--- src/rtl/csa_resolver_if.sv ---
// Valid/ready bundle linking the CSA tree, csa_resolver and its result consumer.
// master drives operands and out_ready; slave is the resolver side.
interface csa_resolver_if #(
    parameter int unsigned WIDTH = 32
);
    logic             in_valid;
    logic             in_ready;
    logic [WIDTH-1:0] ps;
    logic [WIDTH-1:0] pc;
    logic             out_valid;
    logic             out_ready;
    logic [WIDTH-1:0] result;
    logic             cout;

    modport master (
        output in_valid, ps, pc, out_ready,
        input  in_ready, out_valid, result, cout
    );

    modport slave (
        input  in_valid, ps, pc, out_ready,
        output in_ready, out_valid, result, cout
    );
endinterface

--- src/rtl/csa_resolver.sv ---
// Carry-propagate stage behind the CSA: resolves ps + (pc << 1) CHUNK bits per cycle.
// Define CSA_RESOLVER_FAST_EN to resolve the whole word in one BUSY cycle instead.
module csa_resolver #(
    parameter int unsigned WIDTH = 32,
    parameter int unsigned CHUNK = 8
) (
    input  logic          clk,
    input  logic          rst,
    csa_resolver_if.slave bus
);
    typedef enum logic [1:0] {IDLE, BUSY, DONE} state_e;

    state_e           state_q, state_d;
    logic [WIDTH-1:0] a_q, a_d;
    logic [WIDTH-1:0] b_q, b_d;
    logic [WIDTH-1:0] res_q, res_d;
    logic             cout_q, cout_d;
    logic             in_ready_q;
    logic             out_valid_q;

`ifndef CSA_RESOLVER_FAST_EN
    localparam int unsigned NCHUNK = WIDTH / CHUNK;
    localparam int unsigned CNT_W  = (NCHUNK > 1) ? $clog2(NCHUNK) : 1;
    localparam int unsigned IDX_W  = (WIDTH > 1) ? $clog2(WIDTH) : 1;

    logic [CNT_W-1:0] cnt_q, cnt_d;
    logic             carry_q, carry_d;
    logic [IDX_W-1:0] lsb_c;
    logic [CHUNK:0]   sum_c;

    if ((WIDTH % CHUNK) != 0) begin : g_chunk_check
        $error("csa_resolver: WIDTH must be an integer multiple of CHUNK");
    end
`endif

    // Next-state and datapath.
    always_comb begin
        state_d = state_q;
        a_d     = a_q;
        b_d     = b_q;
        res_d   = res_q;
        cout_d  = cout_q;
`ifndef CSA_RESOLVER_FAST_EN
        cnt_d   = cnt_q;
        carry_d = carry_q;
        lsb_c   = IDX_W'(cnt_q) * IDX_W'(CHUNK);
        sum_c   = {1'b0, a_q[lsb_c +: CHUNK]} + {1'b0, b_q[lsb_c +: CHUNK]}
                + {{CHUNK{1'b0}}, carry_q};
`endif

        unique case (state_q)
            IDLE: begin
                if (bus.in_valid && in_ready_q) begin
                    a_d     = bus.ps;
                    b_d     = {bus.pc[WIDTH-2:0], 1'b0};
`ifndef CSA_RESOLVER_FAST_EN
                    cnt_d   = '0;
                    carry_d = 1'b0;
`endif
                    state_d = BUSY;
                end
            end
            BUSY: begin
`ifdef CSA_RESOLVER_FAST_EN
                {cout_d, res_d} = {1'b0, a_q} + {1'b0, b_q};
                state_d         = DONE;
`else
                res_d[lsb_c +: CHUNK] = sum_c[CHUNK-1:0];
                carry_d               = sum_c[CHUNK];
                cnt_d                 = cnt_q + 1'b1;
                if (cnt_q == CNT_W'(NCHUNK - 1)) begin
                    cout_d  = sum_c[CHUNK];
                    cnt_d   = '0;
                    state_d = DONE;
                end
`endif
            end
            DONE: begin
                if (bus.out_ready) begin
                    state_d = IDLE;
                end
            end
            default: state_d = IDLE;
        endcase
    end

    // Handshake flags are registered from the next state so they track it exactly.
    always_ff @(posedge clk or posedge rst) begin
        if (rst) begin
            state_q     <= IDLE;
            a_q         <= '0;
            b_q         <= '0;
            res_q       <= '0;
            cout_q      <= 1'b0;
            in_ready_q  <= 1'b0;
            out_valid_q <= 1'b0;
`ifndef CSA_RESOLVER_FAST_EN
            cnt_q       <= '0;
            carry_q     <= 1'b0;
`endif
        end else begin
            state_q     <= state_d;
            a_q         <= a_d;
            b_q         <= b_d;
            res_q       <= res_d;
            cout_q      <= cout_d;
            in_ready_q  <= (state_d == IDLE);
            out_valid_q <= (state_d == DONE);
`ifndef CSA_RESOLVER_FAST_EN
            cnt_q       <= cnt_d;
            carry_q     <= carry_d;
`endif
        end
    end

    assign bus.in_ready  = in_ready_q;
    assign bus.out_valid = out_valid_q;
    assign bus.result    = res_q;
    assign bus.cout      = cout_q;
endmodule
--- src/flat_wrapper.sv ---
// flat-port wrapper written by rule: the top's interface ports become plain ports
module csa_resolver_flat 
#(
    parameter int unsigned WIDTH = 32,
    parameter int unsigned CHUNK = 8
)
  (clk, rst, bus_in_valid, bus_ps, bus_pc, bus_out_ready, bus_in_ready, bus_out_valid, bus_result, bus_cout);
  csa_resolver_if #(.WIDTH(WIDTH)) bus_i ();
  input  logic clk;
  input  logic rst;
  input wire logic [$bits(bus_i.in_valid)-1:0] bus_in_valid;
  input wire logic [$bits(bus_i.ps)-1:0] bus_ps;
  input wire logic [$bits(bus_i.pc)-1:0] bus_pc;
  input wire logic [$bits(bus_i.out_ready)-1:0] bus_out_ready;
  output wire logic [$bits(bus_i.in_ready)-1:0] bus_in_ready;
  output wire logic [$bits(bus_i.out_valid)-1:0] bus_out_valid;
  output wire logic [$bits(bus_i.result)-1:0] bus_result;
  output wire logic [$bits(bus_i.cout)-1:0] bus_cout;
  assign bus_i.in_valid = bus_in_valid;
  assign bus_i.ps = bus_ps;
  assign bus_i.pc = bus_pc;
  assign bus_i.out_ready = bus_out_ready;
  assign bus_in_ready = bus_i.in_ready;
  assign bus_out_valid = bus_i.out_valid;
  assign bus_result = bus_i.result;
  assign bus_cout = bus_i.cout;
  csa_resolver #(.WIDTH(WIDTH), .CHUNK(CHUNK)) u_core (.clk(clk), .rst(rst), .bus(bus_i));
endmodule
--- config.mk ---
export PLATFORM = sky130hd
export DESIGN_NAME = csa_resolver_flat
export DESIGN_NICKNAME = d
export VERILOG_FILES = /design/src/rtl/csa_resolver_if.sv /design/src/rtl/csa_resolver.sv /design/src/flat_wrapper.sv
export SDC_FILE = /design/constraint.sdc
export NUM_CORES = 1
export LEC_CHECK = 0
export ABC_AREA = 1
export CORE_MARGIN = 3
export CORE_UTILIZATION = 68
export DETAILED_ROUTE_END_ITERATION = 6
export DONT_BUFFER_PORTS = 1
export GPL_ROUTABILITY_DRIVEN = 0
export HOLD_SLACK_MARGIN = 0.05
export MAX_ROUTING_LAYER = met4
export PLACE_DENSITY = 0.84
export SLEW_MARGIN = 10
export SYNTH_ARGS = -nofsm -noshare
export SYNTH_HDL_FRONTEND = slang
export SYNTH_SLANG_ARGS = --single-unit
--- constraint.sdc ---
create_clock -name clk -period 6.8 [get_ports clk]
set_input_delay 1.36 -clock clk [delete_from_list [all_inputs] [get_ports clk]]
set_output_delay 1.36 -clock clk [all_outputs]
set_load 0.01 [all_outputs]
Word-level counts from Yosys, hierarchy flattened
Cells that the tools add are included.
- bits in registers: 103
- bits of input ports: 68
- output and inout bits: 35
- word-level logic and storage cells: 39
- add/subtract/negate cells: 4
- eq/ne operators: 5
- shift-type cells: 4
- multiplexer cells: 10
- reduce and logical (&&, ||, !) cells: 7
- operators by type and width (kind ; number):
    indexed part select 32 x 6 -> 8 bit ; 2
    bitwise mux 32 bit ; 1
    variable shift 8 x 7 -> 32 bit (first input constant) ; 1
    indexed part select 8 x 7 -> 32 bit ; 1
    two-way mux 2 bit ; 5
    adder 8 x 8 -> 9 bit ; 1
    adder 9 x 1 -> 9 bit ; 1
    negator 5 -> 7 bit ; 1
    == test 2 bit (second input constant) ; 3
    case mux 2 bit (3 select lines) ; 1
    AND reduction 2 bit ; 3
    logical NOT 2 bit ; 2
    case mux 2 bit (2 select lines) ; 1
    adder 2 x 1 -> 2 bit (second input constant) ; 1
    == test 2 x 1 -> 1 bit (second input constant) ; 1
    inequality test 2 x 1 -> 1 bit (second input constant) ; 1
    case mux 1 bit (2 select lines) ; 1
    nonzero test 2 bit ; 1
    logical AND 1 bit ; 1
    two-way mux 1 bit ; 1

Depth between registers and ports, before layout
Gate-level depths: netlist (run 1).
- word-level depth: 5
- gate-level depth with buffers: 17
- depth with buffers taken out: 15

Least setup slack after synthesis (run 1)
Ideal clock, no wire load.
- path type: register to register
- start point: register u_core.cnt_q[0]
- end point: register u_core.res_q[12], in the netlist u_core.bus.result[12]
- setup time: 0.083 ns
- data arrival time: 2.540 ns
- required time: 6.717 ns
- path slack: 4.178 ns
- cell stages (with the launch flop): 15
- path buffers: 2
- clock period less this slack: 2.622 ns
- path through: dfrtp_1 -> buf_2 -> clkbuf_1 -> nor2_1 -> a311oi_1 -> fa_1 -> inv_1 -> fa_1 -> inv_1 -> nand2_1 -> nand2_1 -> nand2_1 -> xnor2_1 -> nand3_1 -> o21ai_0
- word-level cells in the longest chain between the ends: 5
- elaborated cells between the ends (all ways): 8
- classes of those cells: add/sub: 3; shift: 4; mux: 1
- ends and longest elaborated chain (element ; RTL line ; RTL):
    start: declaration ; csa_resolver.sv:26 ; logic [CNT_W-1:0] cnt_q, cnt_d;
    start signal: assignment ; csa_resolver.sv:110 ; cnt_q <= cnt_d;
    indexed part select 32 x 6 -> 8 bit ; csa_resolver.sv:47 ; sum_c = {1'b0, a_q[lsb_c +: CHUNK]} + {1'b0, b_q[lsb_c +: CHUNK]}
    adder 8 x 8 -> 9 bit ; csa_resolver.sv:47 ;
    adder 9 x 1 -> 9 bit ; csa_resolver.sv:48 ; + {{CHUNK{1'b0}}, carry_q};
    indexed part select 8 x 7 -> 32 bit ; csa_resolver.sv:68 ; res_d[lsb_c +: CHUNK] = sum_c[CHUNK-1:0];
    bitwise mux 32 bit (*) ; csa_resolver.sv:68 ;
    end signal: assignment ; csa_resolver.sv:105 ; res_q <= res_d;
    end: declaration ; csa_resolver.sv:16 ; logic [WIDTH-1:0] res_q, res_d;
Every way passes the cells marked *; elsewhere a longest branch is shown, timed or not.
A chain may end at the register's enable or synchronous reset.

Worst setup path after layout (run 1)
- start point: register u_core.cnt_q[1]
- end point: register u_core.res_q[12], in the netlist u_core.bus.result[12]
Same word-level chain as after synthesis.

==> summary.txt, run 1 <==
Outcome: complete, no violations
Clock power share: 12.8%
Vias: 3,894
Critical path required time: 7.10 ns
Synth top area cells: dfrtp_1, nand2_1, o21ai_0
Flop pwr share: 36.3%
Routed length per instance: 15.7 um
# clock sinks: 103
Port bufs: 0
Dpl cells: 675
Die area: 8250 um^2
Crit. End Element: flop
H-Tree Depth: 3
Diode count: 0
Worst vdd ir: 0.000273 V
Nets: 673
Io pins: 103
Lkg Pwr: 2.73 nW
Clk Latency, worst-skew pair: 0.37 ns
Iteration-0 DRC Markers: 340
Hold_buf cts: 0
CTS Buf Count: 9
Net Switching: 1.44 mW
Worst-path clk slew: 0.10 ns
Synthesized net count: 682
Vias in the first global route: 3,854
Worst min-delay path class: flop to flop
Worst Path Arrival: 4.08 ns
Final hold violations: 0
Pin count of the biggest net entering global routing: 67
Crit Path Class: flop to flop
Type of origin of the critical path: flop
Vias/cell: 5.64
Drt drc: 0
Fillers: 550
Distinct cells, synth: 34
Commonest non-fill, non-tap cells in the layout: nand2_1, dfrtp_1, o21ai_0, nor2_1, inv_1
RSZ-0062 raised after global routing: false
Row cnt: 30
Sequential area share after synthesis: 52.7%
Max-slew headroom: 38.6%
Clk buf depth: 2
ANT nets after route: 0
Fmax: 264 MHz
Slew of the pin with the lowest slew margin: 0.921 ns
Die Height: 90.8 um
Layout cells sized above 1: 6.05%
GRT overflow: 0
Pwr per Cell Area: 581 nW/um^2
Drt pass-1 iters: 5
Yosys top cell area share: 52.7%
Total Power: 2.97 mW
Core area: 6870 um^2
Post-layout util: 74.5%
Post-Route WL: 10,800 um
CTS resizes: 0
Synthesized area per cell: 8.17 um^2
Setup violators final: 0
Final HPWL DP: 7690 um
Tmin final: 3.78 ns
Cell taking the most area after synthesis: dfrtp_1
Switching part of the total: 48.3%
Comb pwr share: 50.9%
CTS tree: built
DIE WIDTH: 90.8 um
Fin cells: 691
Setup Buffers After CTS: 0
Root buffer cell: clkbuf_8
First-pass GRT wire length: 18,500 um
GR Util All Layers: 28.9%
Synth warn: 0
Starting density of the core: 71.2%
Max-cap violations: 0
Setup_tns: 0 ns
Fin. max-slew vios: 0
Most common cell after layout, fill and taps aside: nand2_1
Skew final: 0.0178 ns
Post-Synthesis Cells: 599
Pint: 1.54 mW
Final period util: 55.6%
Mapped Area: 4890 um^2
Crit path max fanout: 21
#FFs+latches synth: 103
P&R area growth vs syn: 4.63%
Worst hold slack: 0.486 ns
Initial antenna violation count: 0
-- state kept, by name, summed over array words and instances (netlist names) --
signal / flops
u_core.bus.out_valid: 1
u_core.carry_q: 1
u_core.a_q: 32
u_core.bus.result: 32
u_core.bus.in_ready: 1
u_core.b_q: 31
u_core.cnt_q: 2
u_core.state_q: 2
u_core.bus.cout: 1
-- final timing paths --
kind	from	endpoint	slack, ns	cells after the start
worst max-delay path	u_core.cnt_q[1]	u_core.bus.result[12]	3.02	11
worst min-delay path	u_core.a_q[3]	u_core.a_q[3]	0.49	2
worst max register to register	u_core.cnt_q[1]	u_core.bus.result[12]	3.02	11
worst min register to register	u_core.a_q[3]	u_core.a_q[3]	0.49	2
max in group asynchronous	rst	u_core.a_q[25]	4.78	2
min in group asynchronous	rst	u_core.bus.result[13]	0.88	1
-- layout make-up --
cell class | instances | area, um^2 | area share, %
Sequential cell | 103 | 2580 | 50.3
Multi-Input combinational cell | 435 | 2060 | 40.2
Inverter | 37 | 141 | 2.76
Clock buffer | 9 | 124 | 2.42
Tap cell | 96 | 120 | 2.35
Clock inverter | 7 | 70.1 | 1.37
Timing Repair Buffer | 4 | 30.0 | 0.587
-- critical path, cell delays in order, from the launching register on --
cell      delay, ns
dfrtp_1        0.75
clkinv_1       0.72
a32oi_1        0.60
inv_1          0.12
fa_1           0.47
inv_1          0.10
nand2_1        0.05
nand2_1        0.08
nand2_1        0.08
xnor2_1        0.38
nand3_1        0.18
o21ai_0        0.17
-- routing by layer --
layer  vias to the layer above  part of all wire (%)  global-route usage [%]
li1                       1881                     -                       -
met3                        26                   7.1                    5.50
met4                         0                   2.7                    13.3
met5                         -                     0                       -
met2                       165                    49                    44.4
met1                      1822                    42                    37.6
-- metrics by stage --
stage | worst slack, ns | instance area (um^2)
5_1_grt | 2.74 | 5120
3_3_place_gp | 3.16 | 4930
3_5_place_dp | 3.09 | 4930
4_1_cts | 3.08 | 5120
6_report | 3.02 | 5120
2_1_floorplan | 2.74 | 4890
-- cells by family (layout without fill, tap and decap cells) --
logic type      Yosys count  count (layout)  synth area share (%)
simple gates            343             343                  28.7
fa+ha+maj                15              15                  4.14
compound gates           74              74                  8.69
buf+inv                  61              57                  5.29
flops                   103             103                  52.7
xor+xnor                  3               3                 0.537
-- cell usage after synthesis (all sizes together) --
library cell / number
o22ai: 13
nand3: 16
inv: 35
xnor2: 2
clkbuf: 7
dfrtp: 103
or2: 1
a22o: 5
nor3: 1
clkinv: 2
o221ai: 1
o31ai: 2
nand2: 277
nor2: 42
o21ai: 43
fa: 2
a32oi: 2
ha: 13
a21oi: 7
nand4: 6
a311oi: 1
buf: 17
xor2: 1
-- power groups by stage --
stage / registers (mW) / clock network (mW) / logic, mW
final: 1.08 / 0.381 / 1.51
after floorplan: 1.03 / 0 / 1.17
after global routing: 1.11 / 0.413 / 1.73
after detailed placement: 1.09 / 0 / 1.49
after CTS: 1.08 / 0.384 / 1.51
after global placement: 1.08 / 0 / 1.43
No activity file was read; power rests on OpenSTA's default activity.
==> run 2: changes to the inputs <==
- CORE_UTILIZATION: 68 -> 63
- PLACE_DENSITY: 0.84 -> 0.79
- clock period: 6.8 -> 3.5 ns (I/O delays scaled with it)
==> run 2 against run 1 <==
Wire length is 1.8% lower. Global-route usage is 3.2 points lower. Clock power rose by 96%. Utilization fell by 4.5 points. Fmax rose by 21%. Combinational power grew 97%. Final cell count increased by 1.0%. Design area increased by 1.4%. Count of clock-buffer cells in the layout up 3. Critical path type unchanged. Largest power group unchanged.
==> summary.txt, run 2 (synthesis gave the netlist of run 1 again) <==
Crit Path Class: flop to flop
Comb pwr share: 51.3% (+0.4 points)
Diode count: 0 (unchanged)
Crit path max fanout: 46 (+120%)
Flop pwr share: 35.8% (-0.5 points)
H-Tree Depth: 3 (unchanged)
Routed length per instance: 15.2 um (-2.8%)
Worst-path clk slew: 0.10 ns (about the same)
Outcome: complete, no violations
Vias/cell: 5.59 (-0.77%)
GRT overflow: 0 (unchanged)
Vias: 3,903 (+0.23%)
Iteration-0 DRC Markers: 300 (-12%)
First-pass GRT wire length: 17,200 um (-6.7%)
Drt drc: 0 (unchanged)
Hold_buf cts: 0 (unchanged)
Clk buf depth: 2 (unchanged)
CTS Buf Count: 9 (unchanged)
Post-Route WL: 10,600 um (-1.8%)
CP max-delay cell: a311oi_1
Initial antenna violation count: 0 (unchanged)
Worst Path Arrival: 3.41 ns (-0.67 ns)
Critical path's most frequent cell: nand2_1
RSZ-0062 raised after global routing: false
Type of origin of the critical path: flop
Metal3 WL: 662 um (-14%)
Met2 wire len: 5040 um (-4.1%)
Pint: 3.07 mW (+100%)
Worst R2R Path Depth: 13 (+2)
CP peak stage delay: 0.48 ns (-0.27 ns)
Final HPWL DP: 7660 um (-0.43%)
Placed cell area: 4990 um^2 (+1.3%)
Pwr per Cell Area: 1120 nW/um^2 (+92%)
Net Switching: 2.74 mW (+90%)
Commonest non-fill, non-tap cells in the layout: nand2_1, dfrtp_1, o21ai_0, nor2_1, inv_1
Switching part of the total: 47.1% (-1.2 points)
Drt pass-1 iters: 5 (unchanged)
Routed length on met1: 4690 um (+4.0%)
Lkg Pwr: 2.76 nW (+1.1%)
GR Util All Layers: 25.8% (-3.2 points)
Worst min-delay path class: primary input to async pin
Clock power share: 12.9% (about the same)
Tmin final: 3.13 ns (-0.650 ns)
CTS resizes: 0 (unchanged)
Vias in the first global route: 3,596 (-6.7%)
Setup_tns: 0 ns (unchanged)
Core area: 7410 um^2 (+7.9%)
Crit. End Element: flop
Crit-path cells: buf_12 > a21oi_1 > a311oi_1 > fa_1 > inv_1 > fa_1 > inv_1 > nand2_1 > nand2_1 > nand2_1 > xnor2_1 > nand3_1 > o21ai_0
P&R area growth vs syn: 6.06%
CTS tree: built
FF-to-FF setup slack: 0.37 ns (-2.65 ns)
# clock sinks: 103 (unchanged)
Final period util: 89.5% (+34 points)
Die Height: 94.1 um (+3.6%)
Slew of the pin with the lowest slew margin: 0.918 ns (-0.00281 ns)
Row cnt: 31 (+3.3%)
Fin area: 5190 um^2 (+1.4%)
Highest metal used: met4
Most common cell after layout, fill and taps aside: nand2_1
Starting density of the core: 66.1% (-5.2 points)
Critical path required time: 3.78 ns (-3.32 ns)
Worst r2r src: u_core.cnt_q[0]
ANT nets after route: 0 (unchanged)
Max-cap violations: 0 (unchanged)
Clk Latency, worst-skew pair: 0.35 ns (-0.02 ns)
Setup violators final: 0 (unchanged)
Reg2Reg Capture Point: u_core.bus.result[12]
Fillers: 603 (+9.6%)
Worst path bufs/invs: 3 (unchanged)
Root buffer cell: clkbuf_8
Skew final: 0.0134 ns (-0.00434 ns)
Port bufs: 0 (unchanged)
Die area: 8860 um^2 (+7.4%)
Setup Buffers After CTS: 0 (unchanged)
Nets: 678 (+0.74%)
Max-slew headroom: 38.7% (+0.098 points)
Fmax: 319 MHz (+21%)
Fin. max-slew vios: 0 (unchanged)
Io pins: 103 (unchanged)
Worst vdd ir: 0.000483 V (+77%)
Crit path max-delay family: compound AO/OA/AOI/OAI gates
Pin count of the biggest net entering global routing: 67 (unchanged)
Final hold violations: 0 (unchanged)
DIE WIDTH: 94.1 um (+3.6%)
Layout cells sized above 1: 6.51% (+0.46 points)
[run 2: worst register-to-register path, cell delays in order (launching register included)]
cell and delay, ns:
dfrtp_1 0.41, buf_12 0.24, a21oi_1 0.11, a311oi_1 0.48, fa_1 0.31, inv_1 0.06, fa_1 0.39, inv_1 0.09
nand2_1 0.07, nand2_1 0.08, nand2_1 0.09, xnor2_1 0.38, nand3_1 0.16, o21ai_0 0.19
[run 2: routing by layer]
metal | up-vias | track usage [%]
met3 | 20 | 4.41
met1 | 1843 | 34.8
met4 | 0 | 9.39
met2 | 151 | 39.6
met5 | - | -
li1 | 1889 | -
[run 2: worst max path at each step]
stage / endpoint / cells past startpoint / slack, ns / from
2_1_floorplan: u_core.a_q[0] / 1 / 0.1 / rst
3_3_place_gp: u_core.bus.result[12] / 13 / 0.54 / u_core.cnt_q[0]
3_5_place_dp: u_core.bus.result[12] / 13 / 0.47 / u_core.cnt_q[0]
4_1_cts: u_core.bus.result[12] / 13 / 0.44 / u_core.cnt_q[0]
5_1_grt: u_core.bus.result[12] / 13 / 0.06 / u_core.cnt_q[0]
6_report: u_core.bus.result[12] / 13 / 0.37 / u_core.cnt_q[0]
[run 2: power by group through the flow]
stage          logic (mW)  clock network [mW]  registers (mW)
3_5_place_dp         2.94                   0            2.09
2_1_floorplan        2.27                   0            2.00
4_1_cts              2.96               0.753            2.08
3_3_place_gp         2.87                   0            2.08
5_1_grt              3.38               0.804            2.13
6_report             2.98               0.746            2.08
[run 2: through the flow]
| stage | instances | hold slack (ns) | util, % | power, mW | setup WS [ns] |
|---|---|---|---|---|---|
| 6_report | 698 | 0.258 | 70.1 | 5.80 | 0.369 |
| 5_1_grt | 698 | 0.300 | 70.1 | 6.32 | 0.0650 |
| 4_1_cts | 698 | 0.275 | 70.1 | 5.79 | 0.435 |
| 3_5_place_dp | 683 | 0.460 | 67.4 | 5.04 | 0.473 |
| 3_3_place_gp | 683 | 0.459 | 67.4 | 4.94 | 0.544 |
| 2_1_floorplan | 599 | 0.444 | - | 4.27 | 0.0962 |
[run 2: area by class of cell]
type	count	area, um^2	share of cell area, %
Multi-Input combinational cell	435	2060	39.6
Timing Repair Buffer	9	92.6	1.78
Clock inverter	3	42.5	0.820
Tap cell	99	124	2.39
Sequential cell	103	2580	49.7
Inverter	37	141	2.72
Clock buffer	12	155	2.99
==> run 3: changes to the inputs <==
- ABC_AREA: 1 -> not set
==> run 3 against run 2 <==
Sequential cell count stayed put. Critical path type unchanged. Design area is 4.5% lower. Worst hold slack better by 0.19 ns. Clock power is 2% higher. Highest routed layer unchanged. Area after synthesis is 5.3% lower. Count of clock-buffer cells in the layout is 1 lower. Die area is 5.0% lower. Largest cell class unchanged. Power hardly changed. Wire length is 16% lower. Combinational power hardly changed. Worst setup slack worse by 0.092 ns. Utilization is 1.3 points higher.
==> summary.txt, run 3 <==
Setup violators final: 0 (unchanged)
Sequential area share after synthesis: 55.6% (+3.0 points)
H-Tree Depth: 3 (unchanged)
Pwr per Cell Area: 1170 nW/um^2 (+4.8%)
Worst min-delay path class: primary input to flop
GR Util All Layers: 23.4% (-2.4 points)
P&R area growth vs syn: 7.05%
Synth warn: 0 (unchanged)
Fmax: 310 MHz (-2.9%)
Final hold violations: 0 (unchanged)
Final period util: 92.1% (+2.6 points)
Initial antenna violation count: 0 (unchanged)
Iteration-0 DRC Markers: 101 (-66%)
Clk Latency, worst-skew pair: 0.35 ns (about the same)
Worst vdd ir: 0.000666 V (+38%)
Worst-path clk slew: 0.10 ns (about the same)
Crit path max fanout: 11 (-76%)
Critical path's most frequent cell: o31a_1
Vias: 2,664 (-32%)
Worst Path Arrival: 3.52 ns (+0.11 ns)
Post-synth EDFFs: 0 (unchanged)
Setup Buffers After CTS: 0 (unchanged)
Yosys top cell area share: 55.6% (+3.0 points)
Async SR Flop Fraction: 100% (unchanged)
Die area: 8420 um^2 (-5.0%)
CP max-delay cell: mux4_2
RSZ-0062 raised after global routing: false
Diode count: 0 (unchanged)
#FFs+latches synth: 103 (unchanged)
CP peak stage delay: 0.55 ns (+0.07 ns)
Routed length per instance: 20.8 um (+37%)
Hold_buf cts: 0 (unchanged)
Max-slew headroom: 30.5% (-8.2 points)
Crit path max-delay family: compound AO/OA/AOI/OAI gates
GRT overflow: 0 (unchanged)
Most frequent cell after synthesis: dfrtp_1
Nets: 412 (-39%)
CTS resizes: 0 (unchanged)
Synthesized net count: 406 (-40%)
Skew final: 0.00609 ns (-0.00736 ns)
Max-cap violations: 0 (unchanged)
Drt drc: 0 (unchanged)
Root buffer cell: clkbuf_8
M2 GR Usage: 37.7% (-1.8 points)
Lkg Pwr: 2.13 nW (-23%)
CTS Buf Count: 9 (unchanged)
Ys flop type: dfrtp_1
Worst R2R Path Depth: 8 (-5)
Starting density of the core: 66.7% (+0.65 points)
Synth top area cells: dfrtp_1, mux2_2, mux4_2
Crit. End Element: flop
ANT nets after route: 0 (unchanged)
Outcome: complete, no violations
Commonest non-fill, non-tap cells in the layout: dfrtp_1, mux2_2, a22o_1
Clk buf depth: 2 (unchanged)
Worst Hold Depth: 1
Type of origin of the critical path: flop
DIE WIDTH: 91.7 um (-2.5%)
Most common library cells after synthesis: dfrtp_1, mux2_2, a22o_1, nand2_1, o21ai_0
Cell taking the most area after synthesis: dfrtp_1
Slew of the pin with the lowest slew margin: 1.04 ns (+0.124 ns)
Post-Route WL: 8960 um (-16%)
Met3 usage: 7.63% (+3.2 points)
Pin count of the biggest net entering global routing: 88 (+31%)
Most Crowded Layer GR: met2
Most common cell after layout, fill and taps aside: dfrtp_1
Io pins: 103 (unchanged)
First-pass GRT wire length: 14,800 um (-14%)
CTS tree: built
Met1 usage in global routing: 28.8% (-6.0 points)
Critical path required time: 3.79 ns (about the same)
Vias in the first global route: 2,883 (-20%)
Synthesized area per cell: 14.3 um^2 (+76%)
Vias/cell: 6.20 (+11%)
Placed cell area: 4750 um^2 (-4.8%)
Layout cells sized above 1: 33.5% (+27 points)
Core area: 6940 um^2 (-6.3%)
Die Height: 91.7 um (-2.5%)
Distinct cells, synth: 37 (+8.8%)
Crit-path cells: buf_4 > mux4_2 > ha_1 > nor2b_4 > o31a_1 > o31a_1 > nor3_2 > a22o_1
Row cnt: 30 (-3.2%)
Post-Synthesis Cells: 323 (-46%)
Port bufs: 0 (unchanged)
Setup_tns: 0 ns (unchanged)
Worst path depth: 8 (-5)
Mapped Area: 4630 um^2 (-5.3%)
Worst path bufs/invs: 1 (-2)
Drt pass-1 iters: 4 (-1)
# clock sinks: 103 (unchanged)
Final HPWL DP: 6590 um (-14%)
Tmin final: 3.22 ns (+0.0922 ns)
FF-to-FF setup slack: 0.28 ns (-0.09 ns)
Crit Path Class: flop to flop
Fin area: 4960 um^2 (-4.5%)
Fin. max-slew vios: 0 (unchanged)
==> run 3: final timing paths <==
check	start	to
hold / removal	bus_out_ready	u_core.bus.out_valid
hold reg to reg	u_core.a_q[19]	u_core.a_q[19]
setup reg to reg	u_core.cnt_q[0]	u_core.bus.result[22]
max in group asynchronous	rst	u_core.bus.result[15]
min in group asynchronous	rst	u_core.b_q[13]
setup / recovery	u_core.cnt_q[0]	u_core.bus.result[22]
==> run 3: layer usage <==
layer  wire length (um)  share of wire (%)
met1               3670                 41
met2               4520                 50
met3                672                7.5
met4                 98                1.1
met5                  0                  0
==> run 3: kinds of logic after synthesis <==
family | after synthesis | share of synthesized area [%]
AOI/OAI and AO/OA | 57 | 8.89
adders and majority gates | 15 | 4.38
and+or+nand+nor | 45 | 5.40
DFF | 103 | 55.6
muxes | 80 | 23.0
buffers and inverters | 19 | 1.89
xor gates and xnor gates | 4 | 0.756
==> run 3: layout make-up <==
class	count	area, um^2
Inverter	7	28.8
Fill cell	471	1990
Multi-Input combinational cell	201	1970
Sequential cell	103	2580
Tap cell	96	120
Timing Repair Buffer	7	52.6
Clock buffer	11	141
Clock inverter	5	65.1
==> run 3: where the power goes <==
group / switching [mW] / internal [mW]
Clock: 0.406 / 0.358
Sequential: 0.357 / 1.69
Combinational: 1.64 / 1.36
==> run 3: through the flow <==
step	hold slack [ns]	total power, mW	instances	setup slack, ns	util [%]
3_5_place_dp	0.492	5.06	414	0.370	68.4
3_3_place_gp	0.485	4.93	414	0.451	68.4
4_1_cts	0.438	5.83	430	0.325	71.4
5_1_grt	0.431	6.24	430	0.184	71.4
2_1_floorplan	0.475	4.28	323	0.0962	-
6_report	0.445	5.81	430	0.277	71.4
